### src/rtl/softmax_pkg.sv
// Shared constants and types for the softmax datapath blocks, including the
// log2 unit's word format, FSM encoding and zero-input result.
package softmax_pkg;

  localparam int DATA_SIZE = 32;
  localparam int FRAC_BITS = 16;

  typedef enum logic [1:0] {
    IDLE   = 2'd0,
    NORM   = 2'd1,
    SQUARE = 2'd2,
    DONE   = 2'd3
  } log_2_state_t;

  // log2(0) is reported as the most negative representable value.
  localparam logic [DATA_SIZE-1:0] ZERO_RESULT = {1'b1, {(DATA_SIZE-1){1'b0}}};

endpackage

### src/rtl/leading_one_detect.sv
// Combinational leading-one detector: index of the most significant set bit
// of a word, plus a flag for the all-zero word (index is 0 in that case).
module leading_one_detect #(
  parameter int width = 32,
  parameter int idx_w = $clog2(width)
) (
  input  logic [width-1:0] word,
  output logic [idx_w-1:0] index,
  output logic             all_zero
);

  // Ascending scan so the highest set bit is the last one to win.
  always_comb begin
    index = '0;
    for (int i = 0; i < width; i++) begin
      if (word[i]) begin
        index = idx_w'(i);
      end
    end
  end

  assign all_zero = (word == '0);

endmodule

### src/rtl/log_2_block.sv
// Fixed-point log2 by normalisation and repeated squaring, one fraction bit
// per cycle. Optional LOG_2_ZERO_ERR_EN adds a zero-input flag output.
//
// Handshake: an input is taken on a rising edge where log_2_data_valid_i and
// log_2_data_ready_o are both high; a result is taken on a rising edge where
// log_2_data_valid_o and log_2_data_ready_i are both high, and data_o/valid_o
// are held unchanged until that edge.
module log_2_block
  import softmax_pkg::*;
#(
  parameter int data_size = DATA_SIZE,
  parameter int frac_bits = FRAC_BITS
) (
  input  logic                 clock_i,
  input  logic                 reset_i,
  input  logic [data_size-1:0] log_2_data_i,
  input  logic                 log_2_data_valid_i,
  output logic                 log_2_data_ready_o,
  output logic [data_size-1:0] log_2_data_o,
  output logic                 log_2_data_valid_o,
  input  logic                 log_2_data_ready_i
`ifdef LOG_2_ZERO_ERR_EN
  ,
  output logic                 log_2_zero_err_o
`endif
);

  localparam int IDX_W  = $clog2(data_size);
  localparam int INT_W  = data_size - frac_bits;
  localparam int CNT_W  = $clog2(frac_bits + 1);
  localparam int PROD_W = 2 * data_size;

  log_2_state_t state, state_nxt;

  logic [data_size-1:0] in_q;
  logic [data_size-1:0] mant_q;
  logic [data_size-1:0] mant_nxt;
  logic [data_size-1:0] data_q;
  logic [INT_W-1:0]     int_q;
  logic [frac_bits-1:0] frac_q;
  logic [CNT_W-1:0]     cnt_q;
  logic                 zero_q;
  logic                 valid_q;
  logic [PROD_W-1:0]    prod;
  logic                 sq_bit;
  logic                 sq_last;
  logic [IDX_W-1:0]     lead_idx;
  logic                 lead_zero;
  logic                 unused_prod;

  leading_one_detect #(
    .width (data_size),
    .idx_w (IDX_W)
  ) u_lod (
    .word     (in_q),
    .index    (lead_idx),
    .all_zero (lead_zero)
  );

  // Mantissa is Q1.31, so its square is Q2.62; bit 63 set means m*m >= 2.
  always_comb begin
    prod     = {{data_size{1'b0}}, mant_q} * {{data_size{1'b0}}, mant_q};
    sq_bit   = prod[PROD_W-1];
    mant_nxt = sq_bit ? prod[PROD_W-1:data_size] : prod[PROD_W-2:data_size-1];
  end

  assign unused_prod = ^prod[data_size-2:0];
  assign sq_last     = (cnt_q == CNT_W'(frac_bits - 1));

  always_ff @(posedge clock_i) begin
    if (reset_i) begin
      state <= IDLE;
    end else begin
      state <= state_nxt;
    end
  end

  always_comb begin
    state_nxt = state;
    case (state)
      IDLE:    if (log_2_data_valid_i) state_nxt = NORM;
      NORM:    state_nxt = lead_zero ? DONE : SQUARE;
      SQUARE:  if (sq_last) state_nxt = DONE;
      DONE:    if (valid_q && log_2_data_ready_i) state_nxt = IDLE;
      default: state_nxt = IDLE;
    endcase
  end

  always_comb begin
    log_2_data_ready_o = (state == IDLE);
  end

  // The result register loads on the first DONE cycle, which gives the
  // fixed frac_bits+2 edge latency (2 edges for a zero input).
  always_ff @(posedge clock_i) begin
    if (reset_i) begin
      in_q    <= '0;
      mant_q  <= '0;
      int_q   <= '0;
      frac_q  <= '0;
      cnt_q   <= '0;
      zero_q  <= 1'b0;
      valid_q <= 1'b0;
      data_q  <= '0;
    end else begin
      case (state)
        IDLE: begin
          if (log_2_data_valid_i) begin
            in_q <= log_2_data_i;
          end
        end
        NORM: begin
          zero_q <= lead_zero;
          int_q  <= INT_W'(lead_idx) - INT_W'(frac_bits);
          mant_q <= in_q << (IDX_W'(data_size - 1) - lead_idx);
          frac_q <= '0;
          cnt_q  <= '0;
        end
        SQUARE: begin
          mant_q <= mant_nxt;
          frac_q <= {frac_q[frac_bits-2:0], sq_bit};
          cnt_q  <= cnt_q + CNT_W'(1);
        end
        DONE: begin
          if (!valid_q) begin
            valid_q <= 1'b1;
            data_q  <= zero_q ? ZERO_RESULT : {int_q, frac_q};
          end else if (log_2_data_ready_i) begin
            valid_q <= 1'b0;
          end
        end
        default: ;
      endcase
    end
  end

  assign log_2_data_o       = data_q;
  assign log_2_data_valid_o = valid_q;

`ifdef LOG_2_ZERO_ERR_EN
  logic res_zero_q;

  always_ff @(posedge clock_i) begin
    if (reset_i) begin
      res_zero_q <= 1'b0;
    end else if (state == DONE && !valid_q) begin
      res_zero_q <= zero_q;
    end
  end

  assign log_2_zero_err_o = valid_q & res_zero_q;
`endif

endmodule

### config.mk
export PLATFORM = sky130hd
export DESIGN_NAME = log_2_block
export DESIGN_NICKNAME = d
export VERILOG_FILES = /design/src/rtl/softmax_pkg.sv /design/src/rtl/leading_one_detect.sv /design/src/rtl/log_2_block.sv
export SDC_FILE = /design/constraint.sdc
export NUM_CORES = 2
export LEC_CHECK = 0
export BUFFER_PORTS_ARGS = -buffer_cell sky130_fd_sc_hd__buf_2
export CORE_MARGIN = 2
export CORE_UTILIZATION = 41
export DETAILED_ROUTE_END_ITERATION = 16
export PLACE_DENSITY = 0.61
export SYNTH_ARGS = -nofsm -noshare
export SYNTH_HDL_FRONTEND = slang
export SYNTH_SLANG_ARGS = --single-unit
### constraint.sdc
create_clock -name clock_i -period 11.45 [get_ports clock_i]
set_input_delay 3.435 -clock clock_i [delete_from_list [all_inputs] [get_ports clock_i]]
set_output_delay 3.435 -clock clock_i [all_outputs]
set_load 0.005 [all_outputs]
---- Word-level counts from Yosys, hierarchy flattened ----
Index checks and enable logic that the tools add are counted.
word-level totals
  bits of input ports ..................... 36
  output and inout port bits .............. 34
  flip-flop bits (word level) ............. 137
  word-level logic and storage cells ...... 72
cells by class
  mux-type cells .......................... 43
  multiply operators ...................... 1
  reductions and logical operators ........ 7
  bitwise logic cells ..................... 1
  shift-type cells ........................ 1
  eq/ne operators ......................... 7
  $add $sub $neg .......................... 3
operators by type and width
  operator                                              number
  two-way mux 5 bit                                     16
  multiplier 32 x 32 -> 64 bit                          1
  two-way mux 32 bit                                    2
  case mux 32 bit (2 select lines)                      1
  zero test 32 bit                                      1
  two-way mux 4 bit                                     8
  case mux 16 bit (2 select lines)                      1
  left shift 32 x 5 -> 32 bit                           1
  two-way mux 3 bit                                     4
  two-way mux 2 bit                                     5
  case mux 5 bit (2 select lines)                       1
  case mux 2 bit (4 select lines)                       1
  inequality test 2 bit (second input constant)         3
  subtractor 5 x 5 -> 6 bit (second input constant)     1
  adder 5 x 1 -> 5 bit (second input constant)          1
  equality test 5 x 4 -> 1 bit (second input constant)  1
  subtractor 5 bit (first input constant)               1
  equality test 2 bit (second input constant)           2
  two-way mux 1 bit                                     4
  AND reduction 2 bit                                   2
  AND reduction 3 bit                                   1
  equality test 2 x 1 -> 1 bit (second input constant)  1
  zero test 2 bit                                       1
  nonzero test 2 bit                                    1
  other kinds (2)                                       2

---- Depth between registers and ports, before layout ----
  word-level depth ........................ 34
  depth in mapped cells ................... 32
  gate-level depth less buffers ........... 28

---- Cells and area by module ----
Synthesis repeated with hierarchy kept, for this count alone.
unflattened totals
  cell total of the unflattened synthesis .. 4030
  area total of the unflattened synthesis .. 36064.6 µm²
modules (own cells, without submodules)
  module              area each (µm²)  times used  cells an instance  seq. area each (µm²)
  log_2_block         35730.5          1           3965               2322.2
  leading_one_detect  334.1            1           65                 0.0

---- Worst setup path after synthesis ----
OpenSTA, ideal clock, no wires.
  kind .................................... register to register
  start ................................... reg mant_q[26]
  end ..................................... reg mant_q[16]
  period minus slack after synthesis ...... 7969 ps
  data required time ...................... 11313 ps
  setup slack ............................. 3481 ps
  buffers on the path ..................... 2
  setup time .............................. 137 ps
  cell stages (with the launch flop) ...... 29
  data arrival time ....................... 7832 ps
  cell sequence ........................... dfxtp_1 clkbuf_1 clkbuf_1 nand2_1 fa_1 fa_1 inv_1 fa_1 inv_1 fa_1 inv_1 fa_1 fa_1 fa_1 inv_1 fa_1 inv_1 ha_1 a21o_1 a21o_1 a21oi_1 o21ai_0 nor3b_2 a211oi_2 a31oi_4 xnor2_4 mux2_1 a2111oi_0 a211oi_1
between the ends
  cells in the longest elaborated chain, start to end .. 3
ends and longest elaborated chain
  item                              RTL line            RTL
  start, declared                   log_2_block.sv:36   logic [data_size-1:0] mant_q;
  start signal, assigned            log_2_block.sv:115  mant_q <= in_q << (IDX_W'(data_size - 1) - lead_idx);
  start signal, assigned            log_2_block.sv:120  mant_q <= mant_nxt;
  multiplier 32 x 32 -> 64 bit      log_2_block.sv:62   prod = {{data_size{1'b0}}, mant_q} * {{data_size{1'b0}}, mant_q};
  two-way mux 32 bit                log_2_block.sv:64   mant_nxt = sq_bit ? prod[PROD_W-1:data_size] : prod[PROD_W-2:data_size-1];
  case mux 32 bit (2 select lines)  log_2_block.sv:106  case (state)
Every way passes these cells.
A chain may end at the register's enable or synchronous reset.

---- Final worst setup path ----
  start ................................... reg mant_q[4]
  end ..................................... reg mant_q[16]
Same word-level chain as after synthesis.

==> results.py <==
metrics = {
    "worst_setup_path": {
        "cp.arrival_ps": 10080,
        "worstPathMaxFanout": 36,
        "crit_type": "register to register",
        "critPathRequiredTime_ps": 11730,
        "crit_path_end_kind": "register",
        "start_kind": "register",
    },
    "logic_synthesis": {
        "synth_compound_gate_area_share_pct": 8.26,
        "netlist_area_mm2": 0.0357,
        "synth_fa_ha_area_share_pct": 55.0,
        "async_flop_share_pct": 0,
        "synthCells": 3977,
        "synth_mux_area_share_pct": 2.47,
        "synth-edff-count": 0,
        "synthSimpleGateAreaFrac_pct": 13.1,
        "yosys.cell_types.count": 80,
        "synth_ff_type": "dfxtp_1",
        "postSynthAreaPerCell_um2": 8.97,
        "synth_seq_area_share_pct": 6.51,
        "syn_nets": 5107,
        "ys_ff_latch": 116,
        "synth_top_family_by_area": "adder cells",
        "synth_xor_area_share_pct": 1.87,
        "yosysWarningCount": 0,
    },
    "clocking": {
        "cts_tree": "yes",
        "cts_num_sinks": 116,
        "clk_latency_ps": 430,
        "cts_made_buffers": 17,
        "cts-root-buf": "clkbuf_16",
        "cts.clk_slew.worst_paths_ps": 70,
        "htreeDepth": 4,
        "post_cts_buffers": 0,
        "clk_path_buf_depth": 2,
        "hold_buffers": 0,
        "cts_resized": 0,
    },
    "die": {
        "dieHeight_um": 299,
        "dieWidth_um": 299,
        "fp-row-count": 108,
        "die-area_mm2": 0.0893,
        "start_util_pct": 41.2,
        "coreArea_mm2": 0.0865,
        "io_pins": 70,
    },
    "sta": {
        "fmax_ghz": 0.102,
        "slew_headroom_pct": 15.2,
        "fin_tns_setup_ps": 0,
        "period_minus_slack_ps": 9800,
        "rsz0062_at_grt": "false",
        "finalCritPeriodShare_pct": 85.6,
        "hold_violations": 0,
        "setup_viol": 0,
        "slew_violations": 0,
        "tightest_slew_ps": 1270,
        "fin_skew_ps": 15.6,
    },
    "job": {
        "maxCapViolations": 0,
    },
    "global_route": {
        "use_met2_pct": 39.7,
        "grtUsageTotal_pct": 22.9,
        "gr-usage-met1_pct": 30.3,
        "grt_pass1_wl_um": 160000,
        "grt_pass1_vias": 28700,
        "grt_overflow": 0,
        "grt.busiest_layer": "met2",
        "antenna_found_initial": 2,
        "met3_usage_pct": 1.88,
        "grt_max_degree": 76,
    },
    "outcome": {
        "status": "completed",
    },
    "final_layout": {
        "syn_to_final_growth_pct": 5.78,
        "seq_area_mm2": 0.00233,
        "multiInputGateArea_mm2": 0.0288,
        "drive_above_1_share_pct": 5.38,
        "final_common_cell": "inv_1",
        "fillerInstances": 8540,
        "final_cell_mix": "989 x inv_1, 791 x fa_1, 438 x nand2_1",
        "fin_nets": 5058,
    },
    "place": {
        "gp_congestion": 1.01,
        "numPortBuffers": 69,
        "hpwl_um": 79300,
    },
    "detailed_routing": {
        "vias": 26200,
        "drt_iter0_drc": 1671,
        "routedWlPerCell_um": 19.2,
        "firstDrtPassIters": 5,
        "drc": 0,
        "wirelength_um": 98000,
        "ant_nets": 0,
        "viasPerCell": 5.14,
    },
    "hold_path": {
        "hp-class": "register to register",
    },
    "power_and_ir_drop": {
        "power.leakage_nw": 20.0,
        "peakVddDrop_mv": 0.251,
        "total_power_mw": 9.70,
        "powerDensity_mw_per_mm2": 257,
    },
}
per-layer routing:
| metal | part of all wire (%) | vias to the layer above |
|---|---|---|
| li1 | - | 12000 |
| met1 | 42 | 13200 |
| met2 | 50 | 814 |
| met3 | 5.1 | 194 |
| met4 | 3.5 | 0 |
| met5 | 0 | - |
path summary, 6_finish.rpt:
kind / startpoint / end / slack (ps) / cells after the start
worst max-delay path: mant_q[4] / mant_q[16] / 1650 / 25
worst min-delay path: log_2_data_o[9] / log_2_data_o[9] / 450 / 2
worst min register to register: log_2_data_o[9] / log_2_data_o[9] / 450 / 2
worst max register to register: mant_q[4] / mant_q[16] / 1650 / 25
worst max-delay path, stage by stage (launching register included):
cell and delay, ps:
dfxtp_1 970, buf_4 380, and2_1 240, ha_1 260
xnor2_1 290, fa_1 470, inv_1 100, fa_1 470
fa_1 550, inv_1 50, fa_1 500, fa_1 470
fa_1 540, fa_1 430, ha_1 340, a21oi_1 220
o21a_1 150, o221ai_1 100, a21oi_1 420, o211ai_2 230
a211oi_2 420, a31oi_4 180, xnor2_4 880, mux2_1 400
a2111oi_0 460, a211oi_1 80
area by class of cell:
class / count / area share, %
diodes: 2 / 0.0133
clock buffers: 17 / 1.13
clock inverters: 15 / 0.571
inverters: 993 / 9.88
multi-input cells: 2676 / 76.4
flip-flops and latches: 116 / 6.17
well taps: 1155 / 3.83
repair buffers: 124 / 2.02
stage by stage:
step                worst slack, ps  utilization [%]  hold slack, ps  cell area, um2  std cells
floorplan                      3480                -             441           35700       3977
global placement               1820             42.9             440           37100       5064
detailed placement             1770             42.9             444           37100       5064
CTS                            1730             43.6             453           37700       5096
global route                   1250             43.6             478           37700       5096
finish                         1650             43.6             451           37700       5098
cells in the mapped netlist, types with 8 or more instances:
| cell | number | area [um2] |
|---|---|---|
| inv_1 | 989 | 3710 |
| fa_1 | 791 | 15800 |
| and2_1 | 239 | 1500 |
| xnor2_1 | 38 | 333 |
| nor2b_1 | 13 | 81.3 |
| a211oi_1 | 37 | 278 |
| nand4_1 | 16 | 100 |
| o21ai_1 | 11 | 55.1 |
| a31oi_1 | 16 | 100 |
| dfxtp_1 | 116 | 2320 |
| a31o_2 | 10 | 87.6 |
| and3_1 | 11 | 68.8 |
| o21ai_0 | 58 | 290 |
| a21oi_1 | 167 | 836 |
| clkbuf_1 | 163 | 612 |
| nor3_1 | 25 | 125 |
| nand3b_1 | 23 | 173 |
| a221oi_1 | 15 | 131 |
| a21o_1 | 35 | 263 |
| nor2_1 | 127 | 477 |
| nand2_1 | 438 | 1640 |
| buf_4 | 12 | 90.1 |
| ha_1 | 303 | 3790 |
| mux2i_1 | 60 | 601 |
| xor2_1 | 35 | 307 |
| nand3_1 | 45 | 225 |
| o211ai_1 | 16 | 120 |
| nand2b_1 | 8 | 50.1 |
| mux4_2 | 8 | 180 |
| o21bai_1 | 15 | 113 |
cells by family (layout without fill, tap and decap cells):
| kind of cell | Yosys count | count (layout) |
|---|---|---|
| buf+inv | 1185 | 1149 |
| fa+ha+maj | 1094 | 1094 |
| simple gates | 976 | 976 |
| compound gates | 455 | 455 |
| flops | 116 | 116 |
| mux | 77 | 77 |
| xor+xnor | 74 | 74 |
| other cells | 0 | 2 |
where the power goes:
part           switching [mW]  internal [mW]
clock                   0.224          0.371
sequential              0.220          0.472
combinational            5.21           3.20
total                    5.65           4.04
sequential cells by signal, summed over array words and instances, names as in the netlist:
| register | cells |
|---|---|
| in_q | 32 |
| mant_q | 32 |
| log_2_data_o | 22 |
| frac_q | 16 |
| cnt_q | 5 |
| int_q | 5 |
| state | 2 |
| log_2_data_valid_o | 1 |
| zero_q | 1 |
(Power assumes the default switching activity.)
